===== src/rtl/qmca_dcm_lock_seq.sv =====
// qmca_dcm_lock_seq: power-up / re-lock sequencer for the two cascaded DCMs.
// Waits for the bus DCM lock, pulses the ADC DCM reset, then watches the ADC
// DCM lock with a per-attempt timeout and a bounded number of retries.
// Optional feature macro: QMCA_LOCK_STATS_EN (lock-loss counter on LOSS_CNT).
module qmca_dcm_lock_seq #(
  parameter int RST_CYCLES    = 4,
  parameter int LOCK_TIMEOUT  = 65535,
  parameter int STABLE_CYCLES = 256,
  parameter int MAX_RETRY     = 7,
  parameter int RETRY_W       = 3
) (
  input  logic               BUS_CLK,
  input  logic               BUS_RST,
  input  logic               DCM1_LOCKED,
  input  logic               DCM2_LOCKED,
  input  logic               FORCE_RELOCK,
  output logic               DCM2_RST,
  output logic               SYS_RST,
  output logic               CLK_RDY,
  output logic               ERR,
  output logic [RETRY_W-1:0] RETRY_CNT,
  output logic [7:0]         LOSS_CNT
);

  localparam logic [15:0]        HOLD_LOAD = 16'(RST_CYCLES - 1);
  localparam logic [15:0]        TO_LAST   = 16'(LOCK_TIMEOUT - 1);
  localparam logic [15:0]        ST_LAST   = 16'(STABLE_CYCLES - 1);
  localparam logic [RETRY_W-1:0] RETRY_MAX = RETRY_W'(MAX_RETRY);

  typedef enum logic [2:0] {
    S_WAIT_L1 = 3'd0,
    S_RST2    = 3'd1,
    S_WAIT_L2 = 3'd2,
    S_STABLE  = 3'd3,
    S_RUN     = 3'd4,
    S_FAIL    = 3'd5
  } state_t;

  state_t             state_q, state_d;
  logic [15:0]        cnt_q, cnt_d;        // shared hold / timeout / stable counter
  logic [RETRY_W-1:0] retry_q, retry_d;
  logic               l1_meta_q, l1_s_q, l2_meta_q, l2_s_q;
  logic               fail_att;
  logic               dcm2_rst_d, clk_rdy_d, err_d;
  logic               dcm2_rst_q, sys_rst_q, clk_rdy_q, err_q;

  // Two-flop synchronisers for the asynchronous lock inputs
  always_ff @(posedge BUS_CLK) begin
    if (BUS_RST) begin
      l1_meta_q <= 1'b0;
      l1_s_q    <= 1'b0;
      l2_meta_q <= 1'b0;
      l2_s_q    <= 1'b0;
    end else begin
      l1_meta_q <= DCM1_LOCKED;
      l1_s_q    <= l1_meta_q;
      l2_meta_q <= DCM2_LOCKED;
      l2_s_q    <= l2_meta_q;
    end
  end

  // State, counter and retry registers
  always_ff @(posedge BUS_CLK) begin
    if (BUS_RST) begin
      state_q <= S_WAIT_L1;
      cnt_q   <= 16'd0;
      retry_q <= '0;
    end else begin
      state_q <= state_d;
      cnt_q   <= cnt_d;
      retry_q <= retry_d;
    end
  end

  // Next-state logic: FORCE_RELOCK beats bus-lock loss beats per-state rules
  always_comb begin
    state_d  = state_q;
    cnt_d    = cnt_q;
    retry_d  = retry_q;
    fail_att = 1'b0;
    if (FORCE_RELOCK) begin
      state_d = S_WAIT_L1;
      cnt_d   = 16'd0;
      retry_d = '0;
    end else if (!l1_s_q && state_q != S_WAIT_L1 && state_q != S_FAIL) begin
      state_d = S_WAIT_L1;
      cnt_d   = 16'd0;
    end else begin
      case (state_q)
        S_WAIT_L1: if (l1_s_q) begin
          state_d = S_RST2;
          cnt_d   = HOLD_LOAD;
        end
        S_RST2: begin
          if (cnt_q == 16'd0) begin
            state_d = S_WAIT_L2;
            cnt_d   = 16'd0;
          end else begin
            cnt_d = cnt_q - 16'd1;
          end
        end
        S_WAIT_L2: begin
          // A lock seen on the last timer cycle still counts as a lock
          if (l2_s_q) begin
            state_d = S_STABLE;
            cnt_d   = 16'd0;
          end else if (cnt_q >= TO_LAST) begin
            fail_att = 1'b1;
          end else begin
            cnt_d = cnt_q + 16'd1;
          end
        end
        S_STABLE: begin
          // A drop on the final stable cycle wins over stable-done
          if (!l2_s_q) begin
            fail_att = 1'b1;
          end else if (cnt_q >= ST_LAST) begin
            state_d = S_RUN;
            cnt_d   = 16'd0;
          end else begin
            cnt_d = cnt_q + 16'd1;
          end
        end
        S_RUN: if (!l2_s_q) begin
          state_d = S_RST2;
          cnt_d   = HOLD_LOAD;
          retry_d = '0;
        end
        S_FAIL:  state_d = S_FAIL;
        default: state_d = S_WAIT_L1;
      endcase
      if (fail_att) begin
        if (retry_q == RETRY_MAX) begin
          state_d = S_FAIL;
          cnt_d   = 16'd0;
        end else begin
          state_d = S_RST2;
          cnt_d   = HOLD_LOAD;
          retry_d = retry_q + 1'b1;
        end
      end
    end
  end

  // Output decode from the next state so outputs register alongside the state
  always_comb begin
    dcm2_rst_d = (state_d == S_WAIT_L1) || (state_d == S_RST2) || (state_d == S_FAIL);
    clk_rdy_d  = (state_d == S_RUN);
    err_d      = (state_d == S_FAIL);
  end

  // Output registers
  always_ff @(posedge BUS_CLK) begin
    if (BUS_RST) begin
      dcm2_rst_q <= 1'b1;
      sys_rst_q  <= 1'b1;
      clk_rdy_q  <= 1'b0;
      err_q      <= 1'b0;
    end else begin
      dcm2_rst_q <= dcm2_rst_d;
      sys_rst_q  <= !clk_rdy_d;
      clk_rdy_q  <= clk_rdy_d;
      err_q      <= err_d;
    end
  end

  assign DCM2_RST  = dcm2_rst_q;
  assign SYS_RST   = sys_rst_q;
  assign CLK_RDY   = clk_rdy_q;
  assign ERR       = err_q;
  assign RETRY_CNT = retry_q;

`ifdef QMCA_LOCK_STATS_EN
  logic [7:0] loss_q;
  logic       loss_evt;

  // A RUN exit caused by either lock dropping (not by FORCE_RELOCK)
  always_comb begin
    loss_evt = (state_q == S_RUN) && !FORCE_RELOCK && (!l1_s_q || !l2_s_q);
  end

  // Saturating lock-loss counter, cleared only by BUS_RST
  always_ff @(posedge BUS_CLK) begin
    if (BUS_RST) begin
      loss_q <= 8'h00;
    end else if (loss_evt && loss_q != 8'hFF) begin
      loss_q <= loss_q + 8'h01;
    end
  end

  assign LOSS_CNT = loss_q;
`else
  assign LOSS_CNT = 8'h00;
`endif

endmodule


===== config.mk =====
export PLATFORM = sky130hd
export DESIGN_NAME = qmca_dcm_lock_seq
export DESIGN_NICKNAME = d
export VERILOG_FILES = /design/src/rtl/qmca_dcm_lock_seq.sv
export SDC_FILE = /design/constraint.sdc
export NUM_CORES = 1
export LEC_CHECK = 0
export BUFFER_PORTS_ARGS = -buffer_cell sky130_fd_sc_hd__buf_2
export CORE_MARGIN = 3
export CORE_UTILIZATION = 60
export CTS_CLUSTER_DIAMETER = 60
export CTS_CLUSTER_SIZE = 10
export DETAILED_ROUTE_END_ITERATION = 6
export PLACE_DENSITY = 0.8
export SYNTH_ARGS = -nofsm -noshare
export SYNTH_HDL_FRONTEND = slang
export SYNTH_SLANG_ARGS = --single-unit

===== constraint.sdc =====
create_clock -name BUS_CLK -period 4.3 [get_ports BUS_CLK]
set_clock_uncertainty 0.15 [all_clocks]
set_input_delay 0 -clock BUS_CLK [delete_from_list [all_inputs] [get_ports BUS_CLK]]
set_output_delay 0 -clock BUS_CLK [all_outputs]
set_load 0.005 [all_outputs]

[Word-level counts from Yosys, hierarchy flattened]
Cells that the tools add are included.
Word-level totals
  register bits after elaboration: 30
  input bits: 5
  output and inout bits: 15
Cells by class
  add/subtract/negate cells: 3
  order comparisons: 2
  equal/unequal tests: 14
  mux-type cells: 31
  reductions and logical operators: 14
Operator list (count)
  $mux 16: 8
  $pmux 16 s5: 1
  $mux 3: 14
  $pmux 3 s6: 1
  $add 16x1->16 const B: 1
  $ge 16x16->1 const B: 1
  $ge 16x8->1 const B: 1
  $logic_not 16->1: 1
  $sub 16x1->16 const B: 1
  $eq 3x3->1 const B: 5
  $ne 3x3->1 const B: 4
  $eq 3x1->1 const B: 2
  $eq 3x2->1 const B: 2
  $logic_not 3->1: 2
  $reduce_bool 6->1: 1
  $mux 1: 5
  $reduce_and 5->1: 1
  $ne 4x4->1 const B: 1
  $add 3x1->3 const B: 1
  $reduce_bool 3->1: 1
  $reduce_or 3->1: 1
  $logic_and 1x1->1: 2
  $logic_not 1->1: 2
  $logic_or 1x1->1: 2
  other kinds (3): 3

[Longest topological paths before layout]
  depth after elaboration: 12
  gate-level depth with buffers: 10
  gate-level depth less buffers: 8

[Worst setup path after synthesis]
No wires, ideal clock.
  path type: reg-to-reg
  start: register cnt_q[0]
  end: register cnt_q[12]
  setup time: 0.116 ns
  arrival time: 2.078 ns
  data required time: 4.034 ns
  path slack: 1.956 ns
  stages on the path, launching flop included: 11
  cell sequence: dfxtp_1 clkbuf_1 inv_1 ha_1 o21ai_0 or4_4 o211a_1 buf_2 nand2_1 o22ai_1 a31o_2
On the way
  word-level cells in the longest chain between the ends: 8
RTL lines
  from (decl): line 40  | logic [15:0] cnt_q, cnt_d;
  from (signal assigned): line 70  | cnt_q <= cnt_d;
  $ge 16x16->1: line 107  | end else if (cnt_q >= TO_LAST) begin
  $mux 1: line 107
  $mux 1: line 104  | if (l2_s_q) begin
  $pmux 1 s2: line 89  | case (state_q)
  $mux 1: line 85  | end else if (!l1_s_q && state_q != S_WAIT_L1 && state_q != S_FAIL) begin
  $mux 1: line 81  | if (FORCE_RELOCK) begin
  $ne 4x4->1 (no line) (tied with other cells)
  $reduce_and 5->1 (no line)
Parallel ways exist; a longest one is shown, timed or not. The select of a mux whose other input is x is not followed.
A chain may end at the register's enable or synchronous reset.

[Worst setup path in the final report]
  start: register state_q[1]
  end: register retry_q[2] (netlist: RETRY_CNT[2])
On the way
  word-level cells in the longest chain between the ends: 5
RTL lines
  from (decl): line 39  | state_t state_q, state_d;
  from (signal assigned): line 69  | state_q <= state_d;
  $eq 3x2->1: line 89
  $pmux 1 s2: line 89
  $mux 1: line 85
  $mux 1: line 81
  $mux 3: line 132  | if (fail_att) begin
  to (signal assigned): line 71  | retry_q <= retry_d;
  to (decl): line 41  | logic [RETRY_W-1:0] retry_q, retry_d;
Parallel ways exist; a longest one is shown, timed or not. The select of a mux whose other input is x is not followed.

==> metrics.md <==
| Metric | Value |
|---|---|
| # DRC | 0 |
| Final worst path period need | 3090 ps |
| Via-per-instance ratio | 6.66 |
| Max cap viols | 0 |
| Post-DP HPWL | 3.83 mm |
| Placed Area | 2170 um2 |
| Hold depth | 3 |
| YS warnings | 0 |
| Final Non-Filler Cells | 331 |
| Worst R2R Setup Slack | 1210 ps |
| Status | completed |
| Post-CTS Setup Bufs | 0 |
| Power Density | 243 nW/um2 |
| Worst-Skew Late Latency | 350 ps |
| Final setup vio count | 0 |
| Syn Area/Cell | 7.73 um2 |
| IO Count | 20 |
| RSZ-0062 raised after global routing | no |
| CTS sink cnt | 30 |
| Worst-Margin Slew | 1020 ps |
| Most frequent cell after synthesis | dfxtp_1 |
| Post-Route WL | 5.51 mm |
| VDD IR-drop max | 0.365 mV |
| Asr flop ratio synth | 0 |
| Post-synth top area share | 0.275 |
| R2R depth | 7 |
| Layout Area Growth over Synthesis | 5.38% |
| Commonest cells in the netlist | dfxtp_1 (30), nor2_1 (29), nand2_1 (19) |
| Starting Density | 0.640 |
| Slew headroom | 0.320 |
| Ranking of synthesized cells by area | dfxtp_1 (27%), nor2_1 (5.0%), ha_1 (3.4%) |
| FF+latch count, synth | 30 |
| Worst flop-to-flop path startpoint | state_q[1] |
| Clock Path Buffers | 2 |
| Worst Path Arrival | 3230 ps |
| Grt ovf | 0 |
| Seq pwr share | 0.509 |
| Hold Startpoint | DCM2_LOCKED |
| Detailed-route wire length per cell | 16.6 um |
| Final Max Slew Viols | 0 |
| Post-synth EDFFs | 0 |
| NumNets Final | 295 |
| # hold bufs at CTS | 6 |
| IO Port Bufs | 11 |
| Crit. End Element | flip-flop |
| CTS tree | done |
| Maximum fanout along the worst path | 15 |
| Final period util | 0.718 |
| Diodes inserted | 0 |
| Startpoint Class | flip-flop |
| First-pass GRT wire length | 8.98 mm |
| Design Power | 560 uW |
| Leading register cell type out of synthesis | dfxtp_1 |
| Largest net degree at the start of global routing | 17 |
| CTS H-tree lvls | 2 |
| Endpoints failing hold | 0 |
| Hold endpoint | l2_meta_q |
| Reg-to-reg endpoint | RETRY_CNT[2] |
| Vias | 2203 |
| Number of library cell types mapped by synthesis | 63 |
| Initial antenna violation count | 0 |
| Fraction of layout cells with a size suffix above 1 | 0.112 |
| Clock power share | 0.408 |
| Seq/Total Area, Yosys | 0.275 |
| GR Util All Layers | 0.267 |
| Cell Area, Synth | 2190 um2 |
| DRT antenna net count | 0 |
| P_leak | 0.890 nW |
| Die area | 4410 um2 |
| Initial DRT Pass Iterations | 5 |
| Initial DRC count | 322 |
| Worst-path clk slew | 110 ps |
| Fmax | 324 MHz |
| Die W | 66.4 um |
| WP data required | 4450 ps |
| Hold crit path type | primary input to flip-flop |
| Cell area after layout | 2300 um2 |
| Total CTS buffers | 5 |
| Placed Cells | 317 |
| GPL Wtd Cong | 0.930 |
| Cells after synthesis | 283 |
| CTS resizes | 0 |
| Sw frac | 0.253 |
| Setup_tns | 0 ps |
| Root buffer selected by CTS | clkbuf_4 |
| Combinational share of power | 0.082 |
| Core Box Area | 3420 um2 |
| Die H | 66.4 um |
| Yosys top cell by area | dfxtp_1 |
| Vias in the first global route | 1898 |
| P_int | 418 uW |
| P_sw | 142 uW |
| Row count | 21 |
| Worst Path Class, Setup | flip-flop to flip-flop |
-- worst max-delay path by stage --
| stage | slack [ps] | depth (start not counted) | startpoint | to |
|---|---|---|---|---|
| 2_1_floorplan | 1960 | 10 | cnt_q[0] | cnt_q[12] |
| 3_3_place_gp | 1600 | 5 | state_q[2] | cnt_q[4] |
| 3_5_place_dp | 1580 | 6 | cnt_q[1] | cnt_q[3] |
| 4_1_cts | 1320 | 7 | state_q[1] | RETRY_CNT[2] |
| 5_1_grt | 1010 | 7 | state_q[1] | RETRY_CNT[2] |
| 6_report | 1210 | 7 | state_q[1] | RETRY_CNT[2] |
-- area by class of cell --
cell class | count | area [um2]
Clock inverter | 3 | 40.0
Fill cell | 316 | 1110
Inverter | 8 | 30.0
Timing Repair Buffer | 17 | 115
Clock buffer | 5 | 37.5
Multi-Input combinational cell | 222 | 1420
Sequential cell | 30 | 601
Tap cell | 46 | 57.6
-- flip-flops by register name (all words and copies together), names as in the netlist --
name / cells
l1_meta_q: 1
cnt_q: 16
state_q: 3
RETRY_CNT: 3
DCM2_RST: 1
l2_s_q: 1
l2_meta_q: 1
ERR: 1
l1_s_q: 1
CLK_RDY: 1
SYS_RST: 1
-- layer usage --
layer,vias up,wire [um],GRT usage,part of all wire
li1,1049,-,-,-
met4,0,196,0.122,0.036
met1,1008,2420,0.360,0.44
met3,25,453,0.0595,0.082
met2,121,2440,0.400,0.44
met5,-,0,0,0
-- power groups by stage --
stage	Sequential [mW]	Combinational [mW]	Clock [mW]
6_report	0.285	0.0460	0.229
3_3_place_gp	0.291	0.0411	0
4_1_cts	0.285	0.0447	0.231
2_1_floorplan	0.288	0.0380	0
3_5_place_dp	0.291	0.0413	0
5_1_grt	0.286	0.0511	0.245
-- kinds of logic after synthesis --
group,after synthesis,synth area share
AND/OR/NAND/NOR,117,0.296
other,1,0.00171
buffers and inverters,38,0.0864
flip-flops,30,0.275
adder cells (fa/ha/maj),6,0.0343
multiplexers,6,0.0275
XOR/XNOR,3,0.0120
AO/OA/AOI/OAI,82,0.268
-- worst max-delay path, cell delays in order (launching register included) --
cell and delay [ps]:
dfxtp_1 610, or3b_1 430, or4_4 460, o21ai_0 230, nand3b_1 220, mux2i_1 170, nor3_1 160, dlygate4sd3_1 600
-- stage by stage --
step	util	setup slack, ps	hold slack, ps
2_1_floorplan	-	1960	-78.4
3_3_place_gp	0.634	1600	62.9
3_5_place_dp	0.634	1580	67.8
4_1_cts	0.675	1320	272
5_1_grt	0.675	1010	284
6_report	0.675	1210	275
-- cells in the final DEF, fill, tap and decap left out, types with 4 or more instances in the layout --
| cell type | netlist | layout |
|---|---|---|
| nand2_1 | 19 | 19 |
| o31ai_1 | 4 | 4 |
| clkbuf_4 | 0 | 5 |
| nor3_1 | 14 | 14 |
| mux2i_1 | 6 | 6 |
| nand4_1 | 6 | 6 |
| a21oi_1 | 13 | 13 |
| conb_1 | 1 | 8 |
| o22ai_1 | 5 | 5 |
| ha_1 | 6 | 6 |
| inv_1 | 8 | 8 |
| dlygate4sd3_1 | 0 | 6 |
| a22oi_1 | 5 | 5 |
| nor2b_1 | 6 | 6 |
| nor2_1 | 29 | 29 |
| a31oi_1 | 4 | 4 |
| a221oi_1 | 4 | 4 |
| or4_1 | 4 | 4 |
| dfxtp_1 | 30 | 30 |
| buf_2 | 6 | 11 |
| nand3_1 | 6 | 6 |
| a211oi_1 | 5 | 5 |
| nor4_1 | 5 | 5 |
| o21ai_0 | 12 | 12 |
No activity file was read; power rests on OpenSTA's default activity.
